File: src/rtl/multicycle_ctrl_if.sv
// Control bundle between the multi-cycle sequencer (master) and the
// datapath / instruction and data memories (slave).
interface multicycle_ctrl_if #(
  parameter int I_WIDTH = 32
);
  logic [I_WIDTH-1:0] instr;
  logic               instr_valid;
  logic               mem_ready;
  logic               eq;

  logic               ir_en;
  logic               pc_en;
  logic [1:0]         pcsrc;
  logic [1:0]         op1src;
  logic               alusrc;
  logic [3:0]         aluctrl;
  logic [2:0]         immsrc;
  logic               memread;
  logic               memwrite;
  logic               regwrite;
  logic [1:0]         resultsrc;
  logic               illegal;

  modport master (
    input  instr, instr_valid, mem_ready, eq,
    output ir_en, pc_en, pcsrc, op1src, alusrc, aluctrl, immsrc,
           memread, memwrite, regwrite, resultsrc, illegal
  );

  modport slave (
    output instr, instr_valid, mem_ready, eq,
    input  ir_en, pc_en, pcsrc, op1src, alusrc, aluctrl, immsrc,
           memread, memwrite, regwrite, resultsrc, illegal
  );
endinterface

File: src/rtl/multicycle_ctrl.sv
// RV32I multi-cycle control unit: FETCH/DECODE/EXEC/MEM/WB sequencer that
// drives the ALU, memory, writeback and PC controls from latched opcode fields.
module multicycle_ctrl #(
  parameter int I_WIDTH = 32
) (
  input  logic               clk,
  input  logic               rst_n,
  multicycle_ctrl_if.master  bus
);

  typedef enum logic [2:0] {
    S_FETCH, S_DECODE, S_EXEC, S_MEM, S_WB, S_ILLEGAL
  } state_t;

  typedef enum logic [3:0] {
    C_RTYPE, C_IALU, C_LOAD, C_STORE, C_BRANCH,
    C_JAL, C_JALR, C_LUI, C_AUIPC, C_NONE
  } iclass_t;

  localparam logic [2:0] IMM_I = 3'b000, IMM_S = 3'b001, IMM_B = 3'b010,
                         IMM_U = 3'b011, IMM_J = 3'b100;
  localparam logic [1:0] PC_PLUS4 = 2'b00, PC_IMM = 2'b01, PC_ALU = 2'b10;

  state_t     state, state_nx;
  iclass_t    iclass;
  logic [6:0] opcode;
  logic [2:0] funct3;
  logic       funct7b5;
  logic       accept;
  logic       taken;

  assign accept = (state == S_FETCH) && bus.instr_valid;

  // NOTE: sequential state uses non-blocking assignments so every flop samples
  // pre-edge values regardless of process ordering.
  always_ff @(posedge clk or negedge rst_n) begin
    if (!rst_n) begin
      state    <= S_FETCH;
      opcode   <= '0;
      funct3   <= '0;
      funct7b5 <= 1'b0;
    end else begin
      state <= state_nx;
      if (accept) begin
        opcode   <= bus.instr[6:0];
        funct3   <= bus.instr[14:12];
        funct7b5 <= bus.instr[I_WIDTH-2];
      end
    end
  end

  always_comb begin
    case (opcode)
      7'b0110011: iclass = C_RTYPE;
      7'b0010011: iclass = C_IALU;
      7'b0000011: iclass = C_LOAD;
      7'b0100011: iclass = C_STORE;
      7'b1100011: iclass = C_BRANCH;
      7'b1101111: iclass = C_JAL;
      7'b1100111: iclass = C_JALR;
      7'b0110111: iclass = C_LUI;
      7'b0010111: iclass = C_AUIPC;
      default:    iclass = C_NONE;
    endcase
  end

  // eq is the XOR-nonzero flag for BEQ/BNE and the SLT/SLTU bit otherwise;
  // funct3[0] inverts the sense, funct3[2] separates equality from compare.
  assign taken = bus.eq ^ funct3[0] ^ ~funct3[2];

  // NOTE: every output and state_nx gets a default first, so no path through
  // the case statement can infer a latch.
  always_comb begin
    state_nx      = state;
    bus.ir_en     = 1'b0;
    bus.pc_en     = 1'b0;
    bus.pcsrc     = PC_PLUS4;
    bus.op1src    = 2'b00;
    bus.alusrc    = 1'b0;
    bus.aluctrl   = 4'b0000;
    bus.immsrc    = IMM_I;
    bus.memread   = 1'b0;
    bus.memwrite  = 1'b0;
    bus.regwrite  = 1'b0;
    bus.resultsrc = 2'b00;
    bus.illegal   = 1'b0;

    case (state)
      S_FETCH: begin
        // Gated by rst_n so every output reads zero while reset is held.
        bus.ir_en = accept & rst_n;
        if (accept) state_nx = S_DECODE;
      end

      S_DECODE: begin
        if (iclass == C_NONE || (iclass == C_BRANCH && funct3[2:1] == 2'b01))
          state_nx = S_ILLEGAL;
        else
          state_nx = S_EXEC;
      end

      S_EXEC: begin
        state_nx = S_WB;
        case (iclass)
          C_RTYPE: bus.aluctrl = {funct7b5, funct3};
          C_IALU: begin
            bus.alusrc  = 1'b1;
            bus.aluctrl = {funct7b5 & (funct3 == 3'b101), funct3};
          end
          C_LOAD, C_STORE: begin
            bus.alusrc = 1'b1;
            bus.immsrc = (iclass == C_STORE) ? IMM_S : IMM_I;
            state_nx   = S_MEM;
          end
          C_BRANCH: begin
            bus.immsrc  = IMM_B;
            bus.aluctrl = funct3[2] ? (funct3[1] ? 4'b0011 : 4'b0010) : 4'b0100;
            bus.pc_en   = 1'b1;
            bus.pcsrc   = taken ? PC_IMM : PC_PLUS4;
            state_nx    = S_FETCH;
          end
          C_JAL: begin
            bus.immsrc = IMM_J;
            bus.pc_en  = 1'b1;
            bus.pcsrc  = PC_IMM;
          end
          C_JALR: begin
            bus.alusrc = 1'b1;
            bus.pc_en  = 1'b1;
            bus.pcsrc  = PC_ALU;
          end
          C_LUI, C_AUIPC: begin
            bus.op1src = (iclass == C_LUI) ? 2'b10 : 2'b01;
            bus.alusrc = 1'b1;
            bus.immsrc = IMM_U;
          end
          default: state_nx = S_ILLEGAL;
        endcase
      end

      S_MEM: begin
        bus.alusrc   = 1'b1;
        bus.immsrc   = (iclass == C_STORE) ? IMM_S : IMM_I;
        bus.memread  = (iclass == C_LOAD);
        bus.memwrite = (iclass == C_STORE);
        if (bus.mem_ready) begin
          if (iclass == C_STORE) begin
            bus.pc_en = 1'b1;
            state_nx  = S_FETCH;
          end else begin
            state_nx  = S_WB;
          end
        end
      end

      S_WB: begin
        bus.regwrite = 1'b1;
        if (iclass == C_LOAD)
          bus.resultsrc = 2'b01;
        else if (iclass == C_JAL || iclass == C_JALR)
          bus.resultsrc = 2'b10;
        // Jumps already redirected the PC in EXEC.
        bus.pc_en = !(iclass == C_JAL || iclass == C_JALR);
        state_nx  = S_FETCH;
      end

      S_ILLEGAL: bus.illegal = 1'b1;

      default: state_nx = S_FETCH;
    endcase
  end

endmodule

File: src/flat_wrapper.sv
// flat-port wrapper written by rule: the top's interface ports become plain ports
module multicycle_ctrl_flat 
#(
  parameter int I_WIDTH = 32
)
  (clk, rst_n, bus_instr, bus_instr_valid, bus_mem_ready, bus_eq, bus_ir_en, bus_pc_en, bus_pcsrc, bus_op1src, bus_alusrc, bus_aluctrl, bus_immsrc, bus_memread, bus_memwrite, bus_regwrite, bus_resultsrc, bus_illegal);
  multicycle_ctrl_if #(.I_WIDTH(I_WIDTH)) bus_i ();
  input  logic clk;
  input  logic rst_n;
  input wire logic [$bits(bus_i.instr)-1:0] bus_instr;
  input wire logic [$bits(bus_i.instr_valid)-1:0] bus_instr_valid;
  input wire logic [$bits(bus_i.mem_ready)-1:0] bus_mem_ready;
  input wire logic [$bits(bus_i.eq)-1:0] bus_eq;
  output wire logic [$bits(bus_i.ir_en)-1:0] bus_ir_en;
  output wire logic [$bits(bus_i.pc_en)-1:0] bus_pc_en;
  output wire logic [$bits(bus_i.pcsrc)-1:0] bus_pcsrc;
  output wire logic [$bits(bus_i.op1src)-1:0] bus_op1src;
  output wire logic [$bits(bus_i.alusrc)-1:0] bus_alusrc;
  output wire logic [$bits(bus_i.aluctrl)-1:0] bus_aluctrl;
  output wire logic [$bits(bus_i.immsrc)-1:0] bus_immsrc;
  output wire logic [$bits(bus_i.memread)-1:0] bus_memread;
  output wire logic [$bits(bus_i.memwrite)-1:0] bus_memwrite;
  output wire logic [$bits(bus_i.regwrite)-1:0] bus_regwrite;
  output wire logic [$bits(bus_i.resultsrc)-1:0] bus_resultsrc;
  output wire logic [$bits(bus_i.illegal)-1:0] bus_illegal;
  assign bus_i.instr = bus_instr;
  assign bus_i.instr_valid = bus_instr_valid;
  assign bus_i.mem_ready = bus_mem_ready;
  assign bus_i.eq = bus_eq;
  assign bus_ir_en = bus_i.ir_en;
  assign bus_pc_en = bus_i.pc_en;
  assign bus_pcsrc = bus_i.pcsrc;
  assign bus_op1src = bus_i.op1src;
  assign bus_alusrc = bus_i.alusrc;
  assign bus_aluctrl = bus_i.aluctrl;
  assign bus_immsrc = bus_i.immsrc;
  assign bus_memread = bus_i.memread;
  assign bus_memwrite = bus_i.memwrite;
  assign bus_regwrite = bus_i.regwrite;
  assign bus_resultsrc = bus_i.resultsrc;
  assign bus_illegal = bus_i.illegal;
  multicycle_ctrl #(.I_WIDTH(I_WIDTH)) u_core (.clk(clk), .rst_n(rst_n), .bus(bus_i));
endmodule
File: config.mk
export PLATFORM = sky130hd
export DESIGN_NAME = multicycle_ctrl_flat
export DESIGN_NICKNAME = d
export VERILOG_FILES = /design/src/rtl/multicycle_ctrl_if.sv /design/src/rtl/multicycle_ctrl.sv /design/src/flat_wrapper.sv
export SDC_FILE = /design/constraint.sdc
export NUM_CORES = 1
export LEC_CHECK = 0
export CORE_MARGIN = 4
export CORE_UTILIZATION = 39
export CTS_CLUSTER_SIZE = 10
export DETAILED_ROUTE_END_ITERATION = 8
export GPL_TIMING_DRIVEN = 0
export PLACE_DENSITY = 0.8
export SETUP_SLACK_MARGIN = 0.02
export SYNTH_ARGS = -nofsm -noshare
export SYNTH_HDL_FRONTEND = slang
export SYNTH_SLANG_ARGS = --single-unit
export TNS_END_PERCENT = 100
File: constraint.sdc
create_clock -name clk -period 1.9 [get_ports clk]
set_input_delay 0.38 -clock clk [delete_from_list [all_inputs] [get_ports clk]]
set_output_delay 0.38 -clock clk [all_outputs]
set_load 0.05 [all_outputs]
Yosys cells after proc, flatten, opt, wreduce, memory -nomap -nowiden:

Cells that the tools add are included.

* register bits after elaboration: 14
* input port bits: 37
* word-level logic and storage cells: 84

* equality and inequality tests: 27
* mux-type cells: 34
* bitwise gates (word level): 6
* reduce and logical (&&, ||, !) cells: 13

Operators by type and width (number)
* 4-bit case mux with 9 select lines: 1
* 7-bit by 6-bit equality test with 1-bit output (second input constant): 3
* 7-bit equality test (second input constant): 3
* 4-bit by 3-bit equality test with 1-bit output (second input constant): 4
* 3-bit case mux with 5 select lines: 1
* 7-bit by 5-bit equality test with 1-bit output (second input constant): 2
* 2-bit two-way mux: 7
* 1-bit two-way mux: 12
* 3-bit two-way mux: 4
* 3-bit case mux with 4 select lines: 1
* 4-bit case mux with 3 select lines: 1
* 6-bit OR reduction: 2
* 3-bit equality test (second input constant): 3
* 3-bit case mux with 3 select lines: 1
* 4-bit by 2-bit equality test with 1-bit output (second input constant): 2
* 4-bit equality test (second input constant): 2
* 4-bit two-way mux: 2
* 7-bit by 2-bit equality test with 1-bit output (second input constant): 1
* 3-bit by 2-bit equality test with 1-bit output (second input constant): 2
* 2-bit case mux with 3 select lines: 1
* 3-bit case mux with 2 select lines: 1
* 4-bit by 1-bit equality test with 1-bit output (second input constant): 1
* 4-bit logical NOT: 1
* 2-bit OR reduction: 2
* other kinds (15): 20

Logic depth before layout (Yosys ltp):

* word-level depth: 7
* depth in mapped cells: 6
* depth with buffers taken out: 5

Worst setup path after synthesis:

Ideal clock, no wire load.

* path kind: reg2out
* start point: reg u_core.opcode[3]
* end point: out bus_pc_en
* arrival time: 2.654 ns
* data required time: 1.520 ns
* slack: -1.134 ns
* cell stages (with the launch flop): 6
* path buffers: 1
* cells stage by stage: dfrtp_1 > buf_2 > and3b_1 > nand2_1 > nor3_1 > a221o_1

* word-level cells in the longest chain between the ends: 6

Ends and longest elaborated chain
* from (decl): RTL line multicycle_ctrl.sv:26 `logic [6:0] opcode;`
* from (signal assigned): RTL line multicycle_ctrl.sv:45 `opcode <= bus.instr[6:0];`
* 7-bit by 5-bit equality test with 1-bit output, or another cell as far along: RTL line multicycle_ctrl.sv:53 `case (opcode)`
* 4-bit case mux with 9 select lines *: RTL line multicycle_ctrl.sv:53
* 4-bit by 3-bit equality test with 1-bit output, or another cell as far along: RTL line multicycle_ctrl.sv:104, multicycle_ctrl.sv:163
* 3-bit OR reduction (no line), or another cell as far along
* 1-bit two-way mux, or another cell as far along: RTL line multicycle_ctrl.sv:104 `case (iclass)`
* 1-bit case mux with 3 select lines *: RTL line multicycle_ctrl.sv:88 `case (state)`
* to (decl): RTL line flat_wrapper.sv:15 `output wire logic [$bits(bus_i.pc_en)-1:0] bus_pc_en;`

Mark *: on every way between the ends. The rest lies on a longest branch, timed or not.

Worst setup path after layout:

* start point: reg u_core.opcode[4]
* end point: out bus_alusrc

* word-level cells in the longest chain between the ends: 6

Ends and longest elaborated chain
* 7-bit by 5-bit equality test with 1-bit output, or another cell as far along: RTL line multicycle_ctrl.sv:53
* 4-bit case mux with 9 select lines *: RTL line multicycle_ctrl.sv:53
* 4-bit by 1-bit equality test with 1-bit output, or another cell as far along: RTL line multicycle_ctrl.sv:104
* 6-bit OR reduction (no line) *
* 1-bit two-way mux *: RTL line multicycle_ctrl.sv:104
* 1-bit case mux with 2 select lines *: RTL line multicycle_ctrl.sv:88
* to (decl): RTL line flat_wrapper.sv:18 `output wire logic [$bits(bus_i.alusrc)-1:0] bus_alusrc;`

Marked as above.

==> results.py <==
metrics = {
    "critical_path": {
        "rr_worst_depth": 8,
        "crit_path_max_fanout": 5,
        "r2r_start": "u_core.opcode[3]",
        "cp-start-kind": "register",
        "r2r_slack_ns": 0.06,
        "cp.arrival_ns": 1.84,
        "path_class": "reg2out",
        "crit_end": "bus_alusrc",
        "reg2reg_to": "u_core.state[0]",
        "crit_start": "u_core.opcode[4]",
        "endpoint_kind": "primary output",
        "required_ns": 1.52,
    },
    "timing": {
        "rsz0062_at_grt": "yes",
        "fin_ws_ns": -0.324,
        "fin_crit_ns": 2.22,
        "setup_viol": 19,
        "maxSlewViolCount": 0,
        "max_slew_margin": 0.517,
        "worstMarginPinSlew_ns": 0.724,
        "finalCritPeriodShare": 1.17,
        "fmax_mhz": 450,
        "whs_ns": 0.255,
        "hold_viol": 0,
        "clock_skew_ns": 0.0123,
    },
    "clock_tree": {
        "holdBufCountCts": 0,
        "cts_buffer_depth": 2,
        "cts-root-buf": "clkbuf_4",
        "cts_buffers": 3,
        "tritoncts": "built",
        "clock_latency_ns": 0.28,
        "cts_max_level": 1,
        "path_clk_slew_ns": 0.10,
        "cts_sinks": 14,
    },
    "layout": {
        "final_cells": 229,
        "design_area_mm2": 0.00216,
        "layout.nets": 238,
        "drive_gt1_frac": 0.638,
        "mostFrequentLayoutCell": "buf_4",
        "antenna_cells": 0,
        "area_delta_synth_final_pct": 105,
        "post-route-util": 0.857,
        "mostFrequentLayoutCells": "31 x buf_4, 24 x buf_6, 14 x clkdlybuf4s50_1, 11 x dfrtp_1, 8 x mux2_2",
    },
    "floorplanning": {
        "ios": 57,
        "die_area_mm2": 0.00360,
        "rows": 18,
        "dieWidth_um": 60.0,
        "core-area_mm2": 0.00252,
        "initial_utilization": 0.418,
        "fp.dieH_um": 60.0,
    },
    "logic_synthesis": {
        "syn_inst": 123,
        "synth_edf_count": 0,
        "yosys_warnings": 0,
        "synth-seq-area-share": 0.333,
        "syn_avg_cell_area_um2": 8.57,
        "synthArstFlopShare": 1.00,
        "synth_nets": 160,
        "ys_ff_latch": 14,
        "ys.flop_type": "dfrtp_1",
        "yosysUniqueCellTypes": 43,
        "syn_area_mm2": 0.00105,
    },
    "power": {
        "irDropWorstVdd_mv": 0.470,
        "finalPower_mw": 1.10,
        "p_leak_nw": 0.941,
        "cellPowerDensity_mw_per_mm2": 510,
    },
    "status": {
        "outcome": "finished with violations",
        "violations": "negative setup slack",
    },
    "route": {
        "drt-initial-drc-count": 82,
        "detail_route.wirelength_um": 4590,
        "firstDrtPassIters": 4,
        "num_vias": 1386,
        "drtAntennaViolNets": 0,
        "vias_per_cell": 6.05,
        "drcViolationCount": 0,
        "wl_per_cell_um": 20.1,
    },
    "global_route": {
        "grt_pass1_vias": 1309,
        "grt_pass1_wl_um": 6400,
        "grt_use_total": 0.239,
        "gr-total-overflow": 0,
        "antenna_found_initial": 0,
        "grt_max_degree": 16,
    },
    "min_path": {
        "hold_path.class": "in2async",
    },
    "placement": {
        "place_area_mm2": 0.00159,
        "dp.cells": 188,
        "dp_hpwl_um": 2370,
        "gp_congestion": 0.897,
        "io_buffers": 35,
    },
    "run": {
        "max-cap-violations": 0,
    },
}
## routing by layer
| metal | up-vias | GRT usage | share of wire | wire, µm |
|---|---|---|---|---|
| li1 | 610 | - | - | - |
| met1 | 658 | 0.271 | 0.34 | 1570 |
| met2 | 94 | 0.468 | 0.53 | 2420 |
| met3 | 24 | 0.0346 | 0.089 | 408 |
| met4 | 0 | 0.0443 | 0.042 | 191 |
| met5 | - | 0 | 0 | 0 |
## registers in the layout (all words and copies together) (netlist names)
name and flops:
u_core.opcode 7, u_core.funct3 3, u_core.state 3, u_core.funct7b5 1
## kinds of logic after synthesis
family                 Yosys count  share of synthesized area
AO/OA/AOI/OAI                   29                      0.178
multiplexers                     9                     0.0950
flip-flops                      14                      0.333
AND/OR/NAND/NOR                 55                      0.314
XOR/XNOR                         2                     0.0166
buffers and inverters           14                     0.0641
## per-stage QoR
stage          worst slack [ns]  setup TNS (ns)
3_5_place_dp              -1.11          -12.54
4_1_cts                  -0.264           -2.46
5_1_grt                  -0.372           -4.84
2_1_floorplan            -0.248          -0.703
3_3_place_gp              -1.11          -12.01
6_report                 -0.324           -3.72
## cell type report
class | instances | area [µm²]
multi-input combinational | 95 | 927
clock buffer | 3 | 22.5
buffer | 8 | 73.8
timing repair buffer | 74 | 723
sequential | 14 | 354
fill | 136 | 360
inverter | 5 | 23.8
tap | 30 | 37.5
## power by group
group / switching (mW) / internal [mW] / total, mW / leakage, nW
logic: 0.273 / 0.281 / 0.554 / 0.766
registers: 0.0374 / 0.338 / 0.375 / 0.162
clock network: 0.101 / 0.0733 / 0.174 / 0.0138
total: 0.411 / 0.692 / 1.10 / 0.941
## Yosys cell counts, types with 2 or more instances
master	instances	area, µm²
buf_2	3	15.0
nand2b_1	2	12.5
nor2_1	12	45.0
clkbuf_1	3	11.3
o2bb2ai_1	2	17.5
mux2_2	8	90.1
and3_1	3	18.8
o22ai_1	2	12.5
o21ai_0	8	40.0
dfrtp_1	14	350
nor2b_1	3	18.8
and2_1	2	12.5
nor4_1	6	37.5
or2_2	2	12.5
buf_4	3	22.5
nand2_1	9	33.8
a21oi_1	7	35.0
inv_1	5	18.8
nor3_1	5	25.0
## what timing repair did
item | CTS | global route
pin swaps | 11 | 15
cloned | 0 | 1
hold endpoints to repair | 0 | 0
resized for setup | 177 | 26
setup endpoints to repair | 23 | 21
setup buffers | 27 | 12
## worst max-delay path, stage by stage (launching register included)
cell	delay, ns
dfrtp_2	0.44
buf_4	0.14
or2_4	0.28
a21boi_1	0.14
o21ai_1	0.19
a21oi_2	0.11
nor2_4	0.11
buf_8	0.15
## worst min path at each step
stage,startpoint,cells after the start,endpoint
2_1_floorplan,rst_n,0,u_core.funct3[0]
3_3_place_gp,u_core.funct7b5,1,u_core.funct7b5
3_5_place_dp,u_core.funct7b5,1,u_core.funct7b5
4_1_cts,rst_n,1,u_core.funct3[0]
5_1_grt,rst_n,1,u_core.funct3[0]
6_report,rst_n,1,u_core.funct3[0]
No activity file was read; power rests on OpenSTA's default activity.
